$ cat src/rtl/gpio_arbiter.sv
// gpio_arbiter: two-requester round-robin front end for the single-register
// GPIO peripheral. It accepts one request at a time, drives the GPIO strobes
// from registered state and returns a one-cycle response pulse per requester.
// The optional masked-write mode is enabled by defining GPIO_ARB_WMASK_EN.
// In that mode every write becomes a read-modify-write and its response
// carries the value the register held before the write.
//
// state | meaning
// IDLE  | waiting for a request; req_ready is decoded combinationally here
// RD    | gpio_rd_en high (reads, and the read half of a masked write)
// WAITR | GPIO read data arrives and is captured at the end of this cycle
// WR    | gpio_wr_en high with gpio_wdata already registered
// RESP  | rsp_valid[owner] high for one cycle

module gpio_arbiter #(
  parameter int DATA_W = 32
) (
  input  logic              clk,
  input  logic              resetn,
  input  logic [1:0]        req_valid,
  input  logic [1:0]        req_we,
  input  logic [DATA_W-1:0] req_wdata0,
  input  logic [DATA_W-1:0] req_wdata1,
  input  logic [DATA_W-1:0] req_wmask0,
  input  logic [DATA_W-1:0] req_wmask1,
  output logic [1:0]        req_ready,
  output logic [1:0]        rsp_valid,
  output logic [DATA_W-1:0] rsp_rdata,
  output logic              gpio_wr_en,
  output logic              gpio_rd_en,
  output logic [DATA_W-1:0] gpio_wdata,
  input  logic [DATA_W-1:0] gpio_rdata
);

  localparam logic [2:0] IDLE  = 3'd0;
  localparam logic [2:0] RD    = 3'd1;
  localparam logic [2:0] WAITR = 3'd2;
  localparam logic [2:0] WR    = 3'd3;
  localparam logic [2:0] RESP  = 3'd4;

  logic [2:0]        state;
  logic [2:0]        state_nxt;
  logic              owner;
  logic              we_q;
  logic              last_grant;
  logic              win;
  logic              accept;
  logic [DATA_W-1:0] sel_wdata;

`ifdef GPIO_ARB_WMASK_EN
  logic [DATA_W-1:0] wdata_q;
  logic [DATA_W-1:0] wmask_q;
  logic [DATA_W-1:0] old_q;
  logic [DATA_W-1:0] sel_wmask;
`else
  logic              unused_wmask;
  assign unused_wmask = ^{req_wmask0, req_wmask1};
`endif

  // Winner selection: a lone requester wins, a tie goes to whoever was not granted last.
  always_comb begin
    if (req_valid == 2'b11) begin
      win = ~last_grant;
    end else begin
      win = req_valid[1];
    end
    sel_wdata = win ? req_wdata1 : req_wdata0;
`ifdef GPIO_ARB_WMASK_EN
    sel_wmask = win ? req_wmask1 : req_wmask0;
`endif
  end

  assign accept = (state == IDLE) && (req_valid != 2'b00);

  // Accept strobe; also forced low while reset is held so every output reads zero.
  always_comb begin
    req_ready = 2'b00;
    if (accept && resetn) begin
      req_ready = win ? 2'b10 : 2'b01;
    end
  end

  // Next-state decode; writes take the RD/WAITR detour only in masked mode.
  always_comb begin
    state_nxt = state;
    case (state)
      IDLE: begin
        if (accept) begin
`ifdef GPIO_ARB_WMASK_EN
          state_nxt = RD;
`else
          state_nxt = req_we[win] ? WR : RD;
`endif
        end
      end
      RD:      state_nxt = WAITR;
      WAITR:   state_nxt = we_q ? WR : RESP;
      WR:      state_nxt = RESP;
      RESP:    state_nxt = IDLE;
      default: state_nxt = IDLE;
    endcase
  end

  // State register.
  always_ff @(posedge clk or negedge resetn) begin
    if (!resetn) begin
      state <= IDLE;
    end else begin
      state <= state_nxt;
    end
  end

  // Latch owner and direction at accept; last_grant remembers the winner for fairness.
  always_ff @(posedge clk or negedge resetn) begin
    if (!resetn) begin
      owner      <= 1'b0;
      we_q       <= 1'b0;
      last_grant <= 1'b1;
    end else if (accept) begin
      owner      <= win;
      we_q       <= req_we[win];
      last_grant <= win;
    end
  end

`ifdef GPIO_ARB_WMASK_EN
  // Masked mode: hold write data/mask until the merge, and keep the pre-write value.
  always_ff @(posedge clk or negedge resetn) begin
    if (!resetn) begin
      wdata_q <= '0;
      wmask_q <= '0;
      old_q   <= '0;
    end else begin
      if (accept) begin
        wdata_q <= sel_wdata;
        wmask_q <= sel_wmask;
      end
      if (state == WAITR) begin
        old_q <= gpio_rdata;
      end
    end
  end
`endif

  // GPIO write data is registered so it is stable for the whole WR cycle.
  always_ff @(posedge clk or negedge resetn) begin
    if (!resetn) begin
      gpio_wdata <= '0;
    end else begin
`ifdef GPIO_ARB_WMASK_EN
      if ((state == WAITR) && we_q) begin
        gpio_wdata <= (gpio_rdata & ~wmask_q) | (wdata_q & wmask_q);
      end
`else
      if (accept && req_we[win]) begin
        gpio_wdata <= sel_wdata;
      end
`endif
    end
  end

  // Response data is loaded on the transition into RESP and then held.
  always_ff @(posedge clk or negedge resetn) begin
    if (!resetn) begin
      rsp_rdata <= '0;
    end else if ((state == WAITR) && !we_q) begin
      rsp_rdata <= gpio_rdata;
    end else if (state == WR) begin
`ifdef GPIO_ARB_WMASK_EN
      rsp_rdata <= old_q;
`else
      rsp_rdata <= '0;
`endif
    end
  end

  // Moore decodes of the registered state.
  always_comb begin
    gpio_rd_en = (state == RD);
    gpio_wr_en = (state == WR);
    rsp_valid  = 2'b00;
    if (state == RESP) begin
      rsp_valid = owner ? 2'b10 : 2'b01;
    end
  end

endmodule
$ cat config.mk
export PLATFORM = sky130hd
export DESIGN_NAME = gpio_arbiter
export DESIGN_NICKNAME = d
export VERILOG_FILES = /design/src/rtl/gpio_arbiter.sv
export SDC_FILE = /design/constraint.sdc
export NUM_CORES = 1
export LEC_CHECK = 0
export ABC_AREA = 1
export CORE_MARGIN = 1
export CORE_UTILIZATION = 32
export CTS_CLUSTER_SIZE = 8
export DETAILED_ROUTE_END_ITERATION = 10
export PLACE_DENSITY_LB_ADDON = 0.15
export SETUP_SLACK_MARGIN = 0.05
export SLEW_MARGIN = 0
export SYNTH_ARGS = -nofsm -noshare
export SYNTH_HDL_FRONTEND = slang
export SYNTH_SLANG_ARGS = --single-unit
export TNS_END_PERCENT = 5
$ cat constraint.sdc
create_clock -name clk -period 1.33 [get_ports clk]
set_input_delay 0.3325 -clock clk [delete_from_list [all_inputs] [get_ports clk]]
set_output_delay 0.3325 -clock clk [all_outputs]
set_load 0.005 [all_outputs]
==> flow_metrics.env <==
export IMPL_status="finished, violations left"
export IMPL_violations="negative setup slack"
export IMPL_die_y_um=105
export IMPL_wire_per_inst_um=13.0
export IMPL_area_growth_pct=53.9
export IMPL_vias=3423
export IMPL_ioPinCount=236
export IMPL_diodes=0
export IMPL_maxCapViolCount=0
export IMPL_dp_hpwl_um=6840
export IMPL_postRouteAntennaNets=0
export IMPL_critPathMaxFanout=2
export IMPL_dr_pass1_iters=4
export IMPL_antenna_found_initial=0
export IMPL_timing_final_crit_share_pct=130
export IMPL_place_congestion=0.795
export IMPL_fmax_mhz=577
export IMPL_clk_insertion_delay_late_ps=340
export IMPL_slew_headroom_pct=40.5
export IMPL_syn_area_mm2=0.00342
export IMPL_synth_nets=599
export IMPL_post_layout_nonfiller_instances=756
export IMPL_slew_violations=0
export IMPL_postSynthAreaPerCell_um2=7.90
export IMPL_vias_per_cell=4.53
export IMPL_cts_buffers=9
export IMPL_dieArea_mm2=0.0111
export IMPL_yosys_warnings=0
export IMPL_crit_type="register to output port"
export IMPL_postSynthCellCount=433
export IMPL_dieWidth_um=105
export IMPL_cts_root_buf="clkbuf_8"
export IMPL_critPathLaunchType="register"
export IMPL_layout_nets=782
export IMPL_fin_util_pct=51.0
export IMPL_io_buffer_count=171
export IMPL_finalHoldViolations=0
export IMPL_synth_seq_cells=70
export IMPL_critical_path_endpoint_type="output port"
export IMPL_grt_usage_pct=18.7
export IMPL_hold_buffers=0
export IMPL_ys_types=22
export IMPL_design_area_mm2=0.00527
export IMPL_cts_sinks=70
export IMPL_start_util_pct=33.1
export IMPL_grt_overflow=0
export IMPL_drtIter0Drc=190
export IMPL_drc=0
export IMPL_placed_cells=735
export IMPL_final_common_cell="nand2_1"
export IMPL_powerDensity_mw_per_mm2=1770
export IMPL_core_rowCount=37
export IMPL_leakage_uw=0.00285
export IMPL_htree_levels=3
export IMPL_cts_path_max_buffers=2
export IMPL_setup_violations=74
export IMPL_hold_slack_ps=222
export IMPL_peakVddDrop_uv=810
export IMPL_finalCriticalPeriod_ps=1730
export IMPL_fill_cells=1050
export IMPL_drive_gt1_share_pct=22.6
export IMPL_setup_slack_ps=-403
export IMPL_routed_wl_um=9850
export IMPL_grt_setup_unrepaired="true"
export IMPL_regArea_mm2=0.00175
export IMPL_final_cell_mix="nand2_1, clkdlybuf4s50_1, nand3_1"
export IMPL_clk_pin_slew_ps=80
export IMPL_cts_tree="done"
export IMPL_yosysSeqAreaShare_pct=51.2
export IMPL_hold_path_class="input port to asynchronous set/reset pin"
export IMPL_core_mm2=0.0103
export IMPL_placed_area_mm2=0.00535
export IMPL_multi_input_area_mm2=0.00140
export IMPL_grt_max_degree=71
export IMPL_grt_pass1_vias=3462
export IMPL_place_ws_ps=-857
export IMPL_critPathArrivalTime_ps=1400
export IMPL_grt_pass1_wl_um=16600
export IMPL_required_ps=1000
export IMPL_final_setup_skew_ps=12.1
export IMPL_worstMarginPinSlew_ps=893
-- path summary, 6_finish.rpt --
kind	startpoint	end	slack, ps	depth (start not counted)
min	resetn	rsp_rdata[24]	220	2
max reg2reg	state[0]	gpio_wdata[16]	-350	9
max	state[0]	req_ready[0]	-400	7
max in group asynchronous	resetn	gpio_wdata[14]	530	2
min in group clk	gpio_wdata[7]	gpio_wdata[7]	470	2
min reg2reg	gpio_wdata[7]	gpio_wdata[7]	470	2
-- logic make-up after synthesis --
kind of cell | after synthesis | synth area share, %
simple gates | 255 | 33.7
flops | 70 | 51.2
compound gates | 35 | 5.12
buf+inv | 73 | 9.94
-- timing repair --
item | CTS | global route
pin swaps | 5 | 3
setup endpoints to repair | 125 | 89
resized for setup | 277 | 26
setup buffers | 4 | 2
-- through the flow --
step	setup TNS [ps]	power (uW)
after floorplan	-37.4	5690
after global placement	-27570	8370
after detailed placement	-28690	8470
after CTS	-17540	9470
after global routing	-26560	10200
final	-19340	9300
-- per-layer routing --
metal	part of all wire (%)	GRT usage, %	up-vias
li1	-	-	1748
met1	44	23.5	1543
met2	48	31.6	116
met3	6.4	3.90	16
met4	1.8	7.34	0
met5	0	0	-
-- state kept, by name, summed over array words and instances (netlist names) --
| name | cells |
|---|---|
| last_grant | 1 |
| rsp_rdata | 32 |
| owner | 1 |
| gpio_wdata | 32 |
| state | 3 |
| we_q | 1 |
-- power by group --
| group | leakage (uW) | internal (uW) | switching (uW) | total (uW) |
|---|---|---|---|---|
| logic | 0.00188 | 2050 | 2330 | 4380 |
| clock network | 0.0000817 | 653 | 774 | 1430 |
| registers | 0.000892 | 3040 | 451 | 3490 |
| total | 0.00285 | 5740 | 3560 | 9300 |
-- synthesized netlist by cell type --
| cell type | instances | area share, % |
|---|---|---|
| a21oi_1 | 1 | 0.15 |
| buf_1 | 1 | 0.11 |
| buf_2 | 9 | 1.3 |
| buf_4 | 8 | 1.8 |
| buf_6 | 3 | 0.99 |
| clkbuf_1 | 6 | 0.66 |
| clkbuf_2 | 2 | 0.29 |
| dfrtp_1 | 69 | 50 |
| dfstp_2 | 1 | 0.77 |
| inv_1 | 44 | 4.8 |
| nand2_1 | 136 | 15 |
| nand2_2 | 3 | 0.55 |
| nand2_4 | 3 | 0.99 |
| nand3_1 | 102 | 15 |
| nand3_2 | 1 | 0.29 |
| nand3b_1 | 1 | 0.22 |
| nor2_1 | 4 | 0.44 |
| nor2_2 | 1 | 0.18 |
| nor2_4 | 1 | 0.33 |
| nor2_8 | 1 | 0.59 |
| nor3_1 | 2 | 0.29 |
| o21ai_0 | 34 | 5.0 |
-- critical path: stages, from the launching register on --
cell	delay, ps
dfrtp_1	390
buf_6	130
nor2_4	100
nand2_4	80
nor2_8	80
inv_2	40
nor3_2	100
buf_2	140
-- layout make-up --
| class | instances | area share [%] |
|---|---|---|
| well taps | 136 | 3.23 |
| multi-input cells | 290 | 26.6 |
| flip-flops and latches | 70 | 33.3 |
| repair buffers | 201 | 30.8 |
| clock inverters | 5 | 0.523 |
| inverters | 44 | 3.18 |
| clock buffers | 10 | 2.42 |
(Power assumes the default switching activity.)
